### src/rtl/sub_arbiter.sv
// sub_arbiter: round-robin front end for a single shared multi-cycle subtract
// unit. One operation is outstanding at a time. A requester wins in IDLE, its
// operands go to the unit, and the difference comes back to the owner with a
// locally computed borrow. A WAIT timeout turns a missing completion into an
// error response.
//
// Handshake rule for every req/resp channel: a transfer happens on a rising
// clock edge where valid and ready are both high. Valid never depends on
// ready. req_ready is a combinational grant that is only offered in IDLE.
// resp_valid/difference/borrow/error stay stable until the owner's resp_ready.
module sub_arbiter #(
   parameter int DATA_WIDTH = 32,
   parameter int NUM_REQ    = 4,
   parameter int TIMEOUT    = 16
) (
   input  logic                          clock,
   input  logic                          reset,
   input  logic [NUM_REQ-1:0]            i_req_valid,
   output logic [NUM_REQ-1:0]            o_req_ready,
   input  logic [NUM_REQ*DATA_WIDTH-1:0] i_req_minuend,
   input  logic [NUM_REQ*DATA_WIDTH-1:0] i_req_subtrahend,
   output logic [NUM_REQ-1:0]            o_resp_valid,
   input  logic [NUM_REQ-1:0]            i_resp_ready,
   output logic [DATA_WIDTH-1:0]         o_resp_difference,
   output logic                          o_resp_borrow,
   output logic                          o_resp_error,
   output logic                          o_sub_start,
   output logic [DATA_WIDTH-1:0]         o_sub_minuend,
   output logic [DATA_WIDTH-1:0]         o_sub_subtrahend,
   input  logic [DATA_WIDTH-1:0]         i_sub_difference,
   input  logic                          i_sub_complete,
   output logic [1:0]                    o_state
);

   localparam int PTR_W = $clog2(NUM_REQ);
   localparam int CNT_W = $clog2(TIMEOUT);

   typedef enum logic [1:0] {
      IDLE    = 2'd0,
      ISSUE   = 2'd1,
      WAIT    = 2'd2,
      RESPOND = 2'd3
   } state_t;

   state_t                r_state;
   logic [PTR_W-1:0]      r_rr_ptr;
   logic [PTR_W-1:0]      r_owner;
   logic [DATA_WIDTH-1:0] r_minuend;
   logic [DATA_WIDTH-1:0] r_subtrahend;
   logic [DATA_WIDTH-1:0] r_result;
   logic                  r_borrow;
   logic                  r_error;
   logic [CNT_W-1:0]      r_count;

   logic                  w_found;
   logic [PTR_W-1:0]      w_winner;
   logic [PTR_W:0]        w_idx;
   logic [DATA_WIDTH-1:0] w_sel_minuend;
   logic [DATA_WIDTH-1:0] w_sel_subtrahend;
   logic [PTR_W-1:0]      w_next_ptr;

   // Round-robin search: first valid requester at or after rr_ptr, wrapping.
   always_comb begin
      w_found  = 1'b0;
      w_winner = '0;
      w_idx    = '0;
      for (int k = 0; k < NUM_REQ; k++) begin
         w_idx = {1'b0, r_rr_ptr} + (PTR_W+1)'(k);
         if (w_idx >= (PTR_W+1)'(NUM_REQ)) begin
            w_idx = w_idx - (PTR_W+1)'(NUM_REQ);
         end
         if (!w_found && i_req_valid[w_idx[PTR_W-1:0]]) begin
            w_found  = 1'b1;
            w_winner = w_idx[PTR_W-1:0];
         end
      end
   end

   assign w_sel_minuend    = i_req_minuend[int'(w_winner)*DATA_WIDTH +: DATA_WIDTH];
   assign w_sel_subtrahend = i_req_subtrahend[int'(w_winner)*DATA_WIDTH +: DATA_WIDTH];
   assign w_next_ptr       = (r_owner == PTR_W'(NUM_REQ-1)) ? '0 : r_owner + 1'b1;

   // Grant is offered only in IDLE, one-hot to the search winner.
   always_comb begin
      o_req_ready = '0;
      if (r_state == IDLE && w_found) begin
         o_req_ready[w_winner] = 1'b1;
      end
   end

   // Response valid goes only to the owner of the outstanding operation.
   always_comb begin
      o_resp_valid = '0;
      if (r_state == RESPOND) begin
         o_resp_valid[r_owner] = 1'b1;
      end
   end

   assign o_sub_start       = (r_state == ISSUE);
   assign o_sub_minuend     = r_minuend;
   assign o_sub_subtrahend  = r_subtrahend;
   assign o_resp_difference = r_result;
   assign o_resp_borrow     = r_borrow;
   assign o_resp_error      = r_error;
   assign o_state           = r_state;

   // Sequencer: accept, start the unit, wait for completion or timeout, respond.
   // A completion strobe outside WAIT is simply not looked at.
   always_ff @(posedge clock or posedge reset) begin
      if (reset) begin
         r_state      <= IDLE;
         r_rr_ptr     <= '0;
         r_owner      <= '0;
         r_minuend    <= '0;
         r_subtrahend <= '0;
         r_result     <= '0;
         r_borrow     <= 1'b0;
         r_error      <= 1'b0;
         r_count      <= '0;
      end else begin
         case (r_state)
            IDLE: begin
               if (w_found) begin
                  r_minuend    <= w_sel_minuend;
                  r_subtrahend <= w_sel_subtrahend;
                  r_owner      <= w_winner;
                  r_borrow     <= (w_sel_minuend < w_sel_subtrahend);
                  r_state      <= ISSUE;
               end
            end
            ISSUE: begin
               r_count <= '0;
               r_state <= WAIT;
            end
            WAIT: begin
               // Completion takes priority over a timeout in the same cycle.
               if (i_sub_complete) begin
                  r_result <= i_sub_difference;
                  r_error  <= 1'b0;
                  r_state  <= RESPOND;
               end else if (r_count == CNT_W'(TIMEOUT-1)) begin
                  r_result <= '0;
                  r_borrow <= 1'b0;
                  r_error  <= 1'b1;
                  r_state  <= RESPOND;
               end else begin
                  r_count <= r_count + 1'b1;
               end
            end
            RESPOND: begin
               if (i_resp_ready[r_owner]) begin
                  r_rr_ptr <= w_next_ptr;
                  r_state  <= IDLE;
               end
            end
            default: r_state <= IDLE;
         endcase
      end
   end

endmodule

### config.mk
export PLATFORM = sky130hd
export DESIGN_NAME = sub_arbiter
export DESIGN_NICKNAME = d
export VERILOG_FILES = /design/src/rtl/sub_arbiter.sv
export SDC_FILE = /design/constraint.sdc
export NUM_CORES = 1
export LEC_CHECK = 0
export BUFFER_PORTS_ARGS = -buffer_cell sky130_fd_sc_hd__buf_2
export CORE_AREA = 2 2 156 158
export CTS_CLUSTER_DIAMETER = 30
export DETAILED_ROUTE_END_ITERATION = 8
export DIE_AREA = 0 0 158 160
export SYNTH_ARGS = -nofsm -noshare
export SYNTH_HDL_FRONTEND = slang
export SYNTH_SLANG_ARGS = --single-unit
### constraint.sdc
create_clock -name clock -period 7.5 [get_ports clock]
set_clock_uncertainty 0.05 [all_clocks]
set_input_delay 0 -clock clock [delete_from_list [all_inputs] [get_ports clock]]
set_output_delay 0 -clock clock [all_outputs]
set_load 0.1 [all_outputs]
# Word-level counts from Yosys, hierarchy flattened
# Index checks and enable logic that the tools add are counted.
# totals
register_bits	108
latch_bits	0
mem_bits_rw	0
rom_bits	0
in_bits	299
output_inout_bits	109
word_cells	108
n_memories	0
# classes
addsub	9
mul	0
div	0
n_lt_le_gt_ge	13
n_eq_ne	11
n_shift	2
muxes	45
bitwise_logic	0
reduce_logical	19
# op_table
operator	n
$shiftx 128x8->32	2
$mux 32	2
$lt 32x32->1	1
$mux 2	13
$lt 2x3->1 const B	6
$mux 1	16
$mux 4	4
$bmux 1 s2	5
$ge 3x3->1 const B	3
$ne 2x2->1 const B	4
$pmux 2 s4	1
$pmux 4 s2	1
$sub 2x1->2 const B	4
$add 2x2->3 const B	2
$eq 2x2->1 const B	3
$logic_and 1x1->1	6
$reduce_and 2->1	3
$reduce_and 3->1	2
$reduce_bool 2->1	3
$add 4x1->4 const B	1
$demux 1 s2	2
$eq 4x4->1 const B	1
$ge 2x1->1 const B	2
$reduce_and 4->1	1
9 further kinds	11

# Logic depth before layout (Yosys ltp)
# logic_depth
ltp_word	19
depth_mapped	17
mapped_depth_nobuf	14

# Worst setup path before layout
# OpenSTA, ideal clock, no wires.
# synth_path
kind	register -> output
startpoint	register r_state[1] (netlist: o_state[1])
endpoint	output o_req_ready[0]
arrival_time_ns	3.894
required_ns	7.450
setup_slack_ns	3.556
stages_incl_launch_ff	7
n_path_buf	2
cell_sequence	dfrtp_1 -> inv_1 -> ha_1 -> nand2b_1 -> buf_2 -> clkbuf_1 -> nor3b_1
# synth_between
elab_chain_len	3
# synth_rtl
item	line_no	rtl
start: declaration	45	state_t r_state;
start signal: assignment	111	r_state <= IDLE;
start signal: assignment	128	r_state <= ISSUE;
start signal: assignment	133	r_state <= WAIT;
$logic_not 2->1	86	if (r_state == IDLE && w_found) begin
$logic_and 1x1->1	86	
$mux 4	86	
end: declaration	19	output logic [NUM_REQ-1:0] o_req_ready,
# No other way between the ends.

# Worst setup path in the final report
# layout_path
startpoint	register r_rr_ptr[1]
endpoint	register r_borrow (netlist: o_resp_borrow)
# layout_between
elab_chain_len	18
elab_cells_between_ends	44
cone_classes	7 x add/sub; 5 x order compare; 1 x eq/ne; 2 x shift; 22 x mux; 7 x reduce/logical
# layout_rtl
item	line_no	rtl
start: declaration	46	logic [PTR_W-1:0] r_rr_ptr;
start signal: assignment	152	r_rr_ptr <= w_next_ptr;
branches (longest 13 deep; another with $add 2x1->3)	n/a	
$mux 2 (*)	72	if (!w_found && i_req_valid[w_idx[PTR_W-1:0]]) begin
$shiftx 128x8->32 (*)	79	assign w_sel_minuend = i_req_minuend[int'(w_winner)*DATA_WIDTH +: DATA_WIDTH];
net w_sel_minuend[13]	58	logic [DATA_WIDTH-1:0] w_sel_minuend;
$lt 32x32->1 (*)	127	r_borrow <= (w_sel_minuend < w_sel_subtrahend);
$mux 1 (*)	123	if (w_found) begin
$pmux 1 s2 (*)	121	case (r_state)
end signal: assignment	127	
end: declaration	51	logic r_borrow;
# Mark *: on every way through the listed nets, which the timed path passes. The select of a mux whose other input is x is not followed.
# A chain may end at the register's enable or synchronous reset.

==> results.md <==
* Post-synthesis cell type count at 43
* Largest family of logic cells by synthesized area: multiplexers
* RSZ-0062 raised after global routing: false
* Post-synthesis simple-gate area fraction at between 10% and 20%
* Area occupied by multi-input gates at ~0.004 mm^2
* # Post-CTS Setup Buffers at 0
* CP Class: reg2reg
* Yosys Warn Count at 0
* WP data required at just under 8 ns
* Ys flop type: dfrtp_1
* Synth async-reset ratio at 100%
* Post-synth EDFFs at 0
* Worst setup margin at 3.28 ns
* Startpoint types: flop
* Post-synth net total at approximately 1100
* Synth Area in XOR/XNOR at 0%
* WL final at around 24 mm
* # DRC at 0
* Die width at roughly 160 um
* Die ar. at 0.0253 mm^2
* First-pass GRT wire length at 36.8 mm
* Vias post-DR at 7162
* Area leader, netlist: dfrtp_1
* Final worst-path cycle share at 56.3%
* Cells after Synth at around 770
* Crit path time final at 4.22 ns
* Result of the run: finished clean
* Peak Freq at roughly 240 MHz
* Register area at approximately 0.0027 mm^2
* Total track usage at between 10% and 20%
* # setup viols final at 0
* Vias in the first global route at around 6900
* TritonCTS clock tree: built
* Most common cell in the netlist: nand2_1
* Worst path arrival time at ~4.4 ns
* Seq/Total Area, Yosys at between 30% and 40%
* Synth cell count leaders: nand2_1 (111), dfrtp_1 (108), nor2_1 (101)
* Least-Margin Pin Slew at approximately 0.75 ns
* Area contributors post-synth: dfrtp_1 (39%), mux2i_1 (14%), ha_1 (7.2%)
* CTS sink cnt at roughly 110
* Root Buffer: clkbuf_16
* Pre-Repair DR Iteration Count at 4
* Largest net degree at the start of global routing at between 70 and 80
* Grt total ovfl at 0
* CTS H-tree lvls at 3
* I/O Pins at between 400 and 500
* Routed wire length per instance at roughly 16 um
* Via density at 4.73
* Synth Area in Compound Gates at 12.9%
* MaxCap Viol Count at 0
* CP max FO at 52
* Initial antenna violation count at 0
* Later-pin clock latency in the skew report at 0.36 ns
* Worst Hold Class: in2reg
* Yosys top cell area share at between 30% and 40%
* Setup Slack @ Placement at between 3 and 4 ns
* Nets at around 1500
* Setup TNS at 0 ns
* Fill count at about 2500
* Die Y at 160 um
* Mux contribution to synthesized area at between 20% and 30%
* Final hold violation count at 0
* Adder and majority gate portion of the synthesized area at roughly 7.2%
* Ant diodes at 0
* TritonCTS buffer count at 9
* Slew headroom at 50.1%
* CP endpoint kind: flop
* Max Buffers Root-to-Sink at 2
* Share of post-route cells with drive strength above 1 at about two fifths
* Cell area after synthesis at ~0.0070 mm^2
* Core Area at approximately 0.024 mm^2
* Site row count at 57
* Worst-path clk slew at approximately 0.080 ns
* Final Wtd Congestion at between 0.9 and 1
* I/O Buffers at 407
* Max Transition Viols Final at 0
* Synth-to-Final Area Change at 43.3%
* Register bit total from synthesis at ~110
* Avg Cell Area, Syn at just over 9 um^2
* Initial Utilization at just under 30%
* Detail Route Antenna Nets at 0
* HPWL Detailed at 19.2 mm
* Starting DRC count in detailed routing at between 300 and 400
* Quantity of gates resized following cts at 0
==> registers in the layout (all words and copies together), names as in the netlist <==
signal and count:
o_state 2, o_resp_difference 32, o_sub_minuend 32, r_owner 2, r_count 4, r_rr_ptr 2, o_resp_borrow 1, o_resp_error 1
o_sub_subtrahend 32
==> repair_timing <==
action	CTS	global route
endpoints found under the setup margin	0	0
endpoints found under the hold margin	93	0
hold buffers	42	0
==> layout by cell type (no fill, tap or decap), types with 2 or more instances in the layout <==
master	Yosys	final
a21oi_1	12	11
o211ai_1	5	5
ha_1	40	40
dlygate4sd3_1	0	42
buf_2	19	407
o31ai_1	2	2
and2_1	5	5
o22ai_1	2	2
a211oi_1	5	5
nand2b_1	6	5
nor2b_1	3	3
nor2_1	101	101
mux2_2	33	33
inv_6	0	2
clkbuf_16	0	9
nand3_1	38	38
a22o_1	32	32
mux2i_1	100	100
nor3_1	4	4
o21ai_1	63	63
nand2_1	111	111
nand4_1	6	6
dfrtp_1	108	108
and3_1	3	3
buf_4	5	7
o21ai_0	13	13
inv_1	9	8
==> metal layers <==
layer  GRT usage (%)  up-vias  wire, um
li1                -     3547         -
met1            22.6     3328     10100
met3            3.31       39      1430
met4            5.53        0       563
met5               0        -         0
met2            33.7      248     12500
==> per-stage QoR <==
stage,utilization [%],hold WS (ns),std cells,area (um^2)
after global placement,39.0,0.129,1457,9290
after global routing,42.1,0.0374,1515,10000
final,42.1,0.0139,1515,10000
after floorplan,-,0.0899,769,7000
after detailed placement,39.0,0.125,1457,9290
after CTS,42.1,0.000627,1515,10000
==> kinds of logic after synthesis <==
family / after synthesis
flip-flops: 108
adder cells (fa/ha/maj): 40
AO/OA/AOI/OAI: 143
AND/OR/NAND/NOR: 283
buffers and inverters: 60
multiplexers: 135
==> area by class of cell <==
class	instances	area share (%)
inverters	9	0.362
repair buffers	457	25.2
well taps	324	4.04
clock inverters	7	0.911
flip-flops and latches	108	27.0
multi-input cells	601	40.2
clock buffers	9	2.25
==> worst max-delay path, stage by stage, from the launching register on <==
cell and delay (ns):
dfrtp_1 0.46, nand2b_1 0.19, a21oi_1 0.29, or2_4 0.48, buf_4 0.59, mux2i_1 0.27
mux2i_1 0.11, ha_1 0.36, nand4_1 0.11, nor3_1 0.27, nor2b_1 0.11, or4b_1 0.53
a211oi_1 0.19, nor2_1 0.06
==> final timing paths <==
check	start	to	slack (ns)	cells past startpoint
min in group asynchronous	reset	o_resp_difference[26]	0.25	3
worst max-delay path	r_rr_ptr[1]	o_resp_borrow	3.28	13
max in group asynchronous	reset	o_resp_difference[21]	5.91	4
worst min register to register	o_sub_subtrahend[15]	o_sub_subtrahend[15]	0.43	2
worst min-delay path	i_req_subtrahend[71]	o_sub_subtrahend[7]	0.01	5
worst max register to register	r_rr_ptr[1]	o_resp_borrow	3.28	13
Power is left out: the tool's default activity adds up to more than one toggle a clock period on the data nets, which glitch-free logic cannot reach.
